==> src/rtl/data_mem_pkg.sv <==
// Shared definitions for the data memory responder.
//   dm_state_t        : CLEAR (post-reset zeroing sweep) / READY (servicing accesses)
//   DM_DEFAULT_DEPTH  : default number of words
//   DM_WORD_W         : data word width
package data_mem_pkg;

  typedef enum logic {
    DM_CLEAR = 1'b0,
    DM_READY = 1'b1
  } dm_state_t;

  localparam int DM_DEFAULT_DEPTH = 256;
  localparam int DM_WORD_W        = 16;

endpackage

==> src/rtl/data_mem_array.sv <==
// Word storage for the data memory: one synchronous write port, one
// asynchronous read port. No reset; the parent zeroes it with a sweep.
// Ports:
//   clock  : write clock (rising edge)
//   we     : write enable
//   waddr  : write index
//   wdata  : write data
//   raddr  : read index
//   rdata  : read data (combinational)
module data_mem_array
  import data_mem_pkg::*;
#(
  parameter int DEPTH     = DM_DEFAULT_DEPTH,
  parameter int ADDR_BITS = $clog2(DEPTH)
) (
  input  logic                 clock,
  input  logic                 we,
  input  logic [ADDR_BITS-1:0] waddr,
  input  logic [DM_WORD_W-1:0] wdata,
  input  logic [ADDR_BITS-1:0] raddr,
  output logic [DM_WORD_W-1:0] rdata
);

  logic [DM_WORD_W-1:0] mem [DEPTH];

  always_ff @(posedge clock) begin
    if (we) mem[waddr] <= wdata;
  end

  assign rdata = mem[raddr];

endmodule

==> src/rtl/data_mem_responder.sv <==
// Word-addressed data memory for the CPU load/store port. After every reset
// a CLEAR sweep writes zero to each word (busy=1, accesses ignored); then it
// services loads (combinational read) and stores (rising-edge write) in READY.
// Out-of-range enabled accesses in READY set a sticky addr_error.
// Optional feature macro: DATA_MEM_ACCESS_COUNT_EN adds saturating
// read_count / write_count ports counting completed in-range loads/stores.
// Ports:
//   clock, reset         : system clock, synchronous active-high reset
//   mem_enable           : access request
//   mem_write_enable     : store when set with mem_enable, else load
//   data_mem_addr        : word address
//   data_mem_write_data  : store data
//   data_mem_read_data   : load data (0 unless a valid in-range load)
//   busy                 : clear sweep in progress
//   addr_error           : sticky out-of-range flag
//   read_count/write_count (macro only) : access counters
module data_mem_responder
  import data_mem_pkg::*;
#(
  parameter int DEPTH     = DM_DEFAULT_DEPTH,
  parameter int ADDR_BITS = $clog2(DEPTH)
) (
  input  logic                 clock,
  input  logic                 reset,
  input  logic                 mem_enable,
  input  logic                 mem_write_enable,
  input  logic [DM_WORD_W-1:0] data_mem_addr,
  input  logic [DM_WORD_W-1:0] data_mem_write_data,
  output logic [DM_WORD_W-1:0] data_mem_read_data,
  output logic                 busy,
  output logic                 addr_error
`ifdef DATA_MEM_ACCESS_COUNT_EN
  ,
  output logic [15:0]          read_count,
  output logic [15:0]          write_count
`endif
);

  dm_state_t            state, state_next;
  logic [ADDR_BITS-1:0] ptr;
  logic [ADDR_BITS-1:0] index;
  logic                 in_range, ready, clearing, ptr_last;
  logic                 load_ok, store_ok, bad_access;
  logic                 arr_we;
  logic [ADDR_BITS-1:0] arr_waddr;
  logic [DM_WORD_W-1:0] arr_wdata, arr_rdata;

  assign in_range   = (data_mem_addr >> ADDR_BITS) == '0;
  assign index      = data_mem_addr[ADDR_BITS-1:0];
  assign ready      = (state == DM_READY);
  assign clearing   = (state == DM_CLEAR) && !reset;
  assign ptr_last   = (ptr == ADDR_BITS'(DEPTH - 1));
  assign load_ok    = ready && mem_enable && !mem_write_enable && in_range;
  assign store_ok   = ready && mem_enable && mem_write_enable && in_range && !reset;
  assign bad_access = ready && mem_enable && !in_range;

  always_ff @(posedge clock) begin
    if (reset) state <= DM_CLEAR;
    else       state <= state_next;
  end

  always_comb begin
    state_next = state;
    case (state)
      DM_CLEAR: if (ptr_last) state_next = DM_READY;
      DM_READY: state_next = DM_READY;
      default:  state_next = DM_CLEAR;
    endcase
  end

  // Pointer wraps back to 0 on the final sweep write, ready for the next reset.
  always_ff @(posedge clock) begin
    if (reset)         ptr <= '0;
    else if (clearing) ptr <= ptr + ADDR_BITS'(1);
  end

  // Single write port shared between the clear sweep and CPU stores.
  always_comb begin
    arr_we    = 1'b0;
    arr_waddr = index;
    arr_wdata = data_mem_write_data;
    if (clearing) begin
      arr_we    = 1'b1;
      arr_waddr = ptr;
      arr_wdata = '0;
    end else if (store_ok) begin
      arr_we    = 1'b1;
    end
  end

  data_mem_array #(
    .DEPTH    (DEPTH),
    .ADDR_BITS(ADDR_BITS)
  ) u_array (
    .clock(clock),
    .we   (arr_we),
    .waddr(arr_waddr),
    .wdata(arr_wdata),
    .raddr(index),
    .rdata(arr_rdata)
  );

  assign data_mem_read_data = load_ok ? arr_rdata : '0;
  assign busy               = (state == DM_CLEAR);

  always_ff @(posedge clock) begin
    if (reset)           addr_error <= 1'b0;
    else if (bad_access) addr_error <= 1'b1;
  end

`ifdef DATA_MEM_ACCESS_COUNT_EN
  always_ff @(posedge clock) begin
    if (reset) begin
      read_count  <= '0;
      write_count <= '0;
    end else begin
      if (load_ok  && read_count  != '1) read_count  <= read_count  + 16'd1;
      if (store_ok && write_count != '1) write_count <= write_count + 16'd1;
    end
  end
`endif

endmodule

==> config.mk <==
export PLATFORM = sky130hd
export DESIGN_NAME = data_mem_responder
export DESIGN_NICKNAME = d
export VERILOG_FILES = /design/src/rtl/data_mem_pkg.sv /design/src/rtl/data_mem_array.sv /design/src/rtl/data_mem_responder.sv
export SDC_FILE = /design/constraint.sdc
export NUM_CORES = 2
export LEC_CHECK = 0
export ABC_CLOCK_PERIOD_IN_PS = 7200
export CORE_AREA = 2 2 679 681
export CTS_BUF_LIST = sky130_fd_sc_hd__clkbuf_8
export DETAILED_ROUTE_END_ITERATION = 7
export DIE_AREA = 0 0 681 683
export SLEW_MARGIN = 15
export SYNTH_ARGS = -nofsm -noshare
export SYNTH_HDL_FRONTEND = slang
export SYNTH_SLANG_ARGS = --single-unit
==> constraint.sdc <==
create_clock -name clock -period 7.2 [get_ports clock]
set_input_delay 1.44 -clock clock [delete_from_list [all_inputs] [get_ports clock]]
set_output_delay 1.44 -clock clock [all_outputs]
set_load 0.005 [all_outputs]
==> results.md <==
| Group | Result | Value |
|---|---|---|
| run status | Outcome | complete, but fails checks |
| run status | Violations in the final reports | setup timing |
| power | Sequential fraction of design power | 56.0% |
| critical path | Kind of critical path | in2out |
| critical path | Standard cell with the maximum stage delay on the critical path | sky130_fd_sc_hd__a211oi_1 |
| critical path | Arrival time at the worst endpoint | 5910 ps |
| die | Overall die area | 0.4651 mm² |
| detailed routing | Antenna viol nets, final | 0 |
| power | Leakage power | 58.98 nW |
| clock tree | Hold buffer count at CTS | 0 |
| synthesis | Synth unique cells | 83 |
| clock tree | Buffer count from post-CTS setup fixing | 0 |
| sta | Setup repair after global routing missed its margin | no |
| sta | Worst Tran Pin Value | 1261 ps |
| detailed routing | Total vias in the final route | 84.80k |
| sta | Portion of the clock cycle consumed by the worst path in the final layout | 102.1% |
| detailed routing | First-pass detailed-route iteration total | 8 |
| clock tree | Root buffer selected by CTS | sky130_fd_sc_hd__clkbuf_8 |
| detailed routing | 1st-iter DRT viols | 12.17k |
| power | Net load switching power | 11.03 mW |
| layout | Area Growth Syn to Fin | 14.48% |
| power | Net switching share of the total power | 23.47% |
| die | Num ports | 54 |
| synthesis | Count of synthesis-stage warnings from yosys | 0 |
| synthesis | Flip-flop and latch count after synthesis | 4106 |
| global route | Maximum number of pins on one net before global-route repair | 169 |
| clock tree | TritonCTS Buffers | 647 |
| layout | Leading cell types in the layout, fill and taps excluded | sky130_fd_sc_hd__edfxtp_1, sky130_fd_sc_hd__mux4_2, sky130_fd_sc_hd__clkbuf_8, sky130_fd_sc_hd__buf_4, sky130_fd_sc_hd__mux2i_1 |
| synthesis | Post-synthesis instance area | 0.1596 mm² |
| die | Die boundary height | 683 µm |
| sta | Final min period | 7351 ps |
| layout | Sequential cell area | 0.1232 mm² |
| clock tree | Clock latency of the later-clocked register in the worst-skew pair | 1270 ps |
| synthesis | Number of nets produced by synthesis | 7568 |
| global route | Wire length of the first global-routing pass | 663.4 mm |
| sta | Final count of hold timing violations | 0 |
| sta | Final worst slack | -150.9 ps |
| clock tree | CTS H-Tree Depth | 6 |
| power | Combinational fraction of design power | 5.4% |
| sta | Count of final setup violators | 5 |
| global route | Sum of overflow across all layers after global routing | 0 |
| clock tree | Clock tree from TritonCTS | yes |
| detailed routing | Final WL | 482.3 mm |
| placement | Detailed placement HPWL | 308.3 mm |
| critical path | Worst Setup End Kind | output port |
| job | # Max-Cap Violations | 0 |
| synthesis | Syn Inst Count | 7531 |
| sta | Count of final max-slew check failures | 0 |
| critical path | Series of cell instances along the critical path | clkdlybuf4s50_1 > buf_4 > nor3b_2 > buf_4 > nand2_2 > a211oi_1 > a2111oi_0 > nand4_1 > buf_12 > o22ai_1 > buf_4 > clkdlybuf4s50_1 |
| die | Die boundary width | 681 µm |
| clock tree | Buffer levels on the longest clock path | 4 |
| detailed routing | Avg Vias per Cell | 5.593 |
| synthesis | Most used flip-flop cell after synthesis | sky130_fd_sc_hd__edfxtp_1 |
| global route | Number of antenna violations at the first check in global routing | 36 |
| clock tree | Sink Count | 4106 |
| layout | Multi-input logic area | 0.03313 mm² |
| critical path | Kind of cell adding the most delay to the critical path | buffers and inverters |
| layout | Most common cell after layout, fill and taps aside | sky130_fd_sc_hd__edfxtp_1 |
| synthesis | EDFF count, synth | 4096 |
| detailed routing | Final routed wire length divided by cell count | 31.81 µm |
| critical path | Data required time at the worst endpoint | 5760 ps |
| sta | Post-route worst hold slack | 499.8 ps |
| detailed routing | DRC violation count after routing | 0 |
| power | Clock network power share | 38.5% |
| placement | Number of port buffers | 53 |
| sta | Upper clock frequency limit | 136.0 MHz |
| layout | Layout cell share with drive strength beyond 1 | 25.94% |
| critical path | Slowest cell delay on critical path | 1070 ps |
| layout | Fillers | 40.51k |
| die | Std-Cell Core Area | 0.4583 mm² |
| power | PwrDens | 257.3 mW/mm² |
| power | Internal cell power | 35.96 mW |
| sta | Normalized max-slew margin | 13.55% |
| sta | Worst setup skew after layout | 67.12 ps |
| critical path | Dominant cell type by count on the critical path | sky130_fd_sc_hd__buf_4 |
| global route | Number of global-route vias before repair | 83.40k |
| die | Effective utilization at floorplan | 34.82% |
| synthesis | Proportion of synthesized chip area in sequential cells | 77.21% |
| critical path | Number of buffers and inverters on the critical path | 6 |
| critical path | Category of the worst setup path launch point | primary input |
| layout | Nets | 8545 |
| synthesis | Fraction of synthesis flops using an asynchronous set or reset pin | 0% |
| placement | Worst setup slack after placement | -716.9 ps |
| clock tree | Clock slew seen by the registers of the worst setup and hold paths | 60 ps |
| placement | Final weighted congestion in routability-driven placement | 1.016 |
| global route | Aggregate global-route resource usage | 20.21% |
| die | Number of cell rows | 249 |
| critical path | Largest fanout on the critical path | 14 |
| synthesis | Post-synthesis area per instance | 21.19 µm² |
| power | Worst VDD drop | 160.9 µV |
| worst hold path | Hold WC Path Type | reg2reg |
[cells in the mapped netlist (51+ instances only)]
master	instances	area share (%)
sky130_fd_sc_hd__a21oi_1	86	0.27
sky130_fd_sc_hd__a22oi_1	51	0.24
sky130_fd_sc_hd__mux2i_1	512	3.2
sky130_fd_sc_hd__nand3_1	92	0.29
sky130_fd_sc_hd__edfxtp_1	4096	77
sky130_fd_sc_hd__nor2_1	417	0.98
sky130_fd_sc_hd__o221ai_1	163	0.89
sky130_fd_sc_hd__o21ai_0	86	0.27
sky130_fd_sc_hd__buf_6	67	0.47
sky130_fd_sc_hd__mux4_1	62	1.0
sky130_fd_sc_hd__mux4_2	725	10
sky130_fd_sc_hd__buf_2	117	0.37
sky130_fd_sc_hd__clkbuf_1	107	0.25
sky130_fd_sc_hd__nor3_1	114	0.36
sky130_fd_sc_hd__nand2_1	97	0.23
sky130_fd_sc_hd__o22ai_1	196	0.77
sky130_fd_sc_hd__buf_4	52	0.24
[power groups by stage]
stage | combinational (mW) | sequential [mW] | clock, mW
after floorplan | 1.38 | 26.9 | 0
after global placement | 2.46 | 26.8 | 0
after detailed placement | 2.50 | 26.8 | 0
after CTS | 2.51 | 26.3 | 18.4
after global routing | 2.60 | 26.3 | 19.4
final | 2.54 | 26.3 | 18.1
[stage by stage]
step                      instance area [µm²]  instances  utilization, %  total power [mW]  TNS (ps)
after detailed placement               170900      14010           37.30             29.34     -1993
after floorplan                        159600       7531               -             28.31         0
after CTS                              182600      15140           39.84             47.22         0
after global routing                   182600      15150           39.85             48.30         0
final                                  182700      15160           39.86             46.99    -340.0
after global placement                 170900      14010           37.29             29.30     -3824
[worst paths after layout]
| kind | start | endpoint | slack (ps) | depth (start not counted) |
|---|---|---|---|---|
| max | data_mem_addr[6] | data_mem_read_data[0] | -150 | 12 |
| min | addr_error$_SDFFE_PP0P_ | addr_error$_SDFFE_PP0P_ | 500 | 2 |
| max reg2reg | ready$_SDFF_PP0_ | u_array.mem[190][11]$_DFFE_PP_ | 3130 | 6 |
| min reg2reg | addr_error$_SDFFE_PP0P_ | addr_error$_SDFFE_PP0P_ | 500 | 2 |
[timing repair]
| item | in CTS | in global routing |
|---|---|---|
| cloned | 0 | 0 |
| gates resized for setup | 18 | 9 |
| pin swaps | 0 | 1 |
| endpoints found under the setup margin | 9 | 8 |
[registers in the layout, indices dropped and copies added (netlist names)]
name	count
addr_error	1
ptr	8
ready	1
u_array.mem	4096
[routing by layer]
metal / vias up / track usage, % / wire, µm
met5: - / 0.06186 / 207
met2: 5095 / 31.10 / 219400
met3: 1075 / 5.539 / 51670
li1: 33840 / - / -
met1: 44760 / 26.35 / 183600
met4: 30 / 10.27 / 27490
[kinds of logic after synthesis]
family / share of synthesized area (%)
multiplexers: 14.56
AO/OA/AOI/OAI: 3.266
AND/OR/NAND/NOR: 2.686
buffers and inverters: 2.229
adder cells (fa/ha/maj): 0.007840
XOR/XNOR: 0.03842
flip-flops: 77.21
[worst register-to-register path: stages, from the launching register on]
cell and delay [ps]:
sky130_fd_sc_hd__dfxtp_1 310, sky130_fd_sc_hd__buf_4 200, sky130_fd_sc_hd__or2_2 620, sky130_fd_sc_hd__o21ai_1 1000, sky130_fd_sc_hd__nand3_1 260, sky130_fd_sc_hd__buf_4 330, sky130_fd_sc_hd__nor2_2 910
[cell type report]
class / count / area share [%]
Clock buffer: 652 / 4.912
Tap cell: 6149 / 4.212
Timing Repair Buffer: 778 / 3.855
Inverter: 4 / 0.01096
Clock inverter: 484 / 1.409
Multi-Input combinational cell: 2971 / 18.14
Sequential cell: 4106 / 67.44
Antenna cell: 17 / 0.02329
No activity file was read; power rests on OpenSTA's default activity.
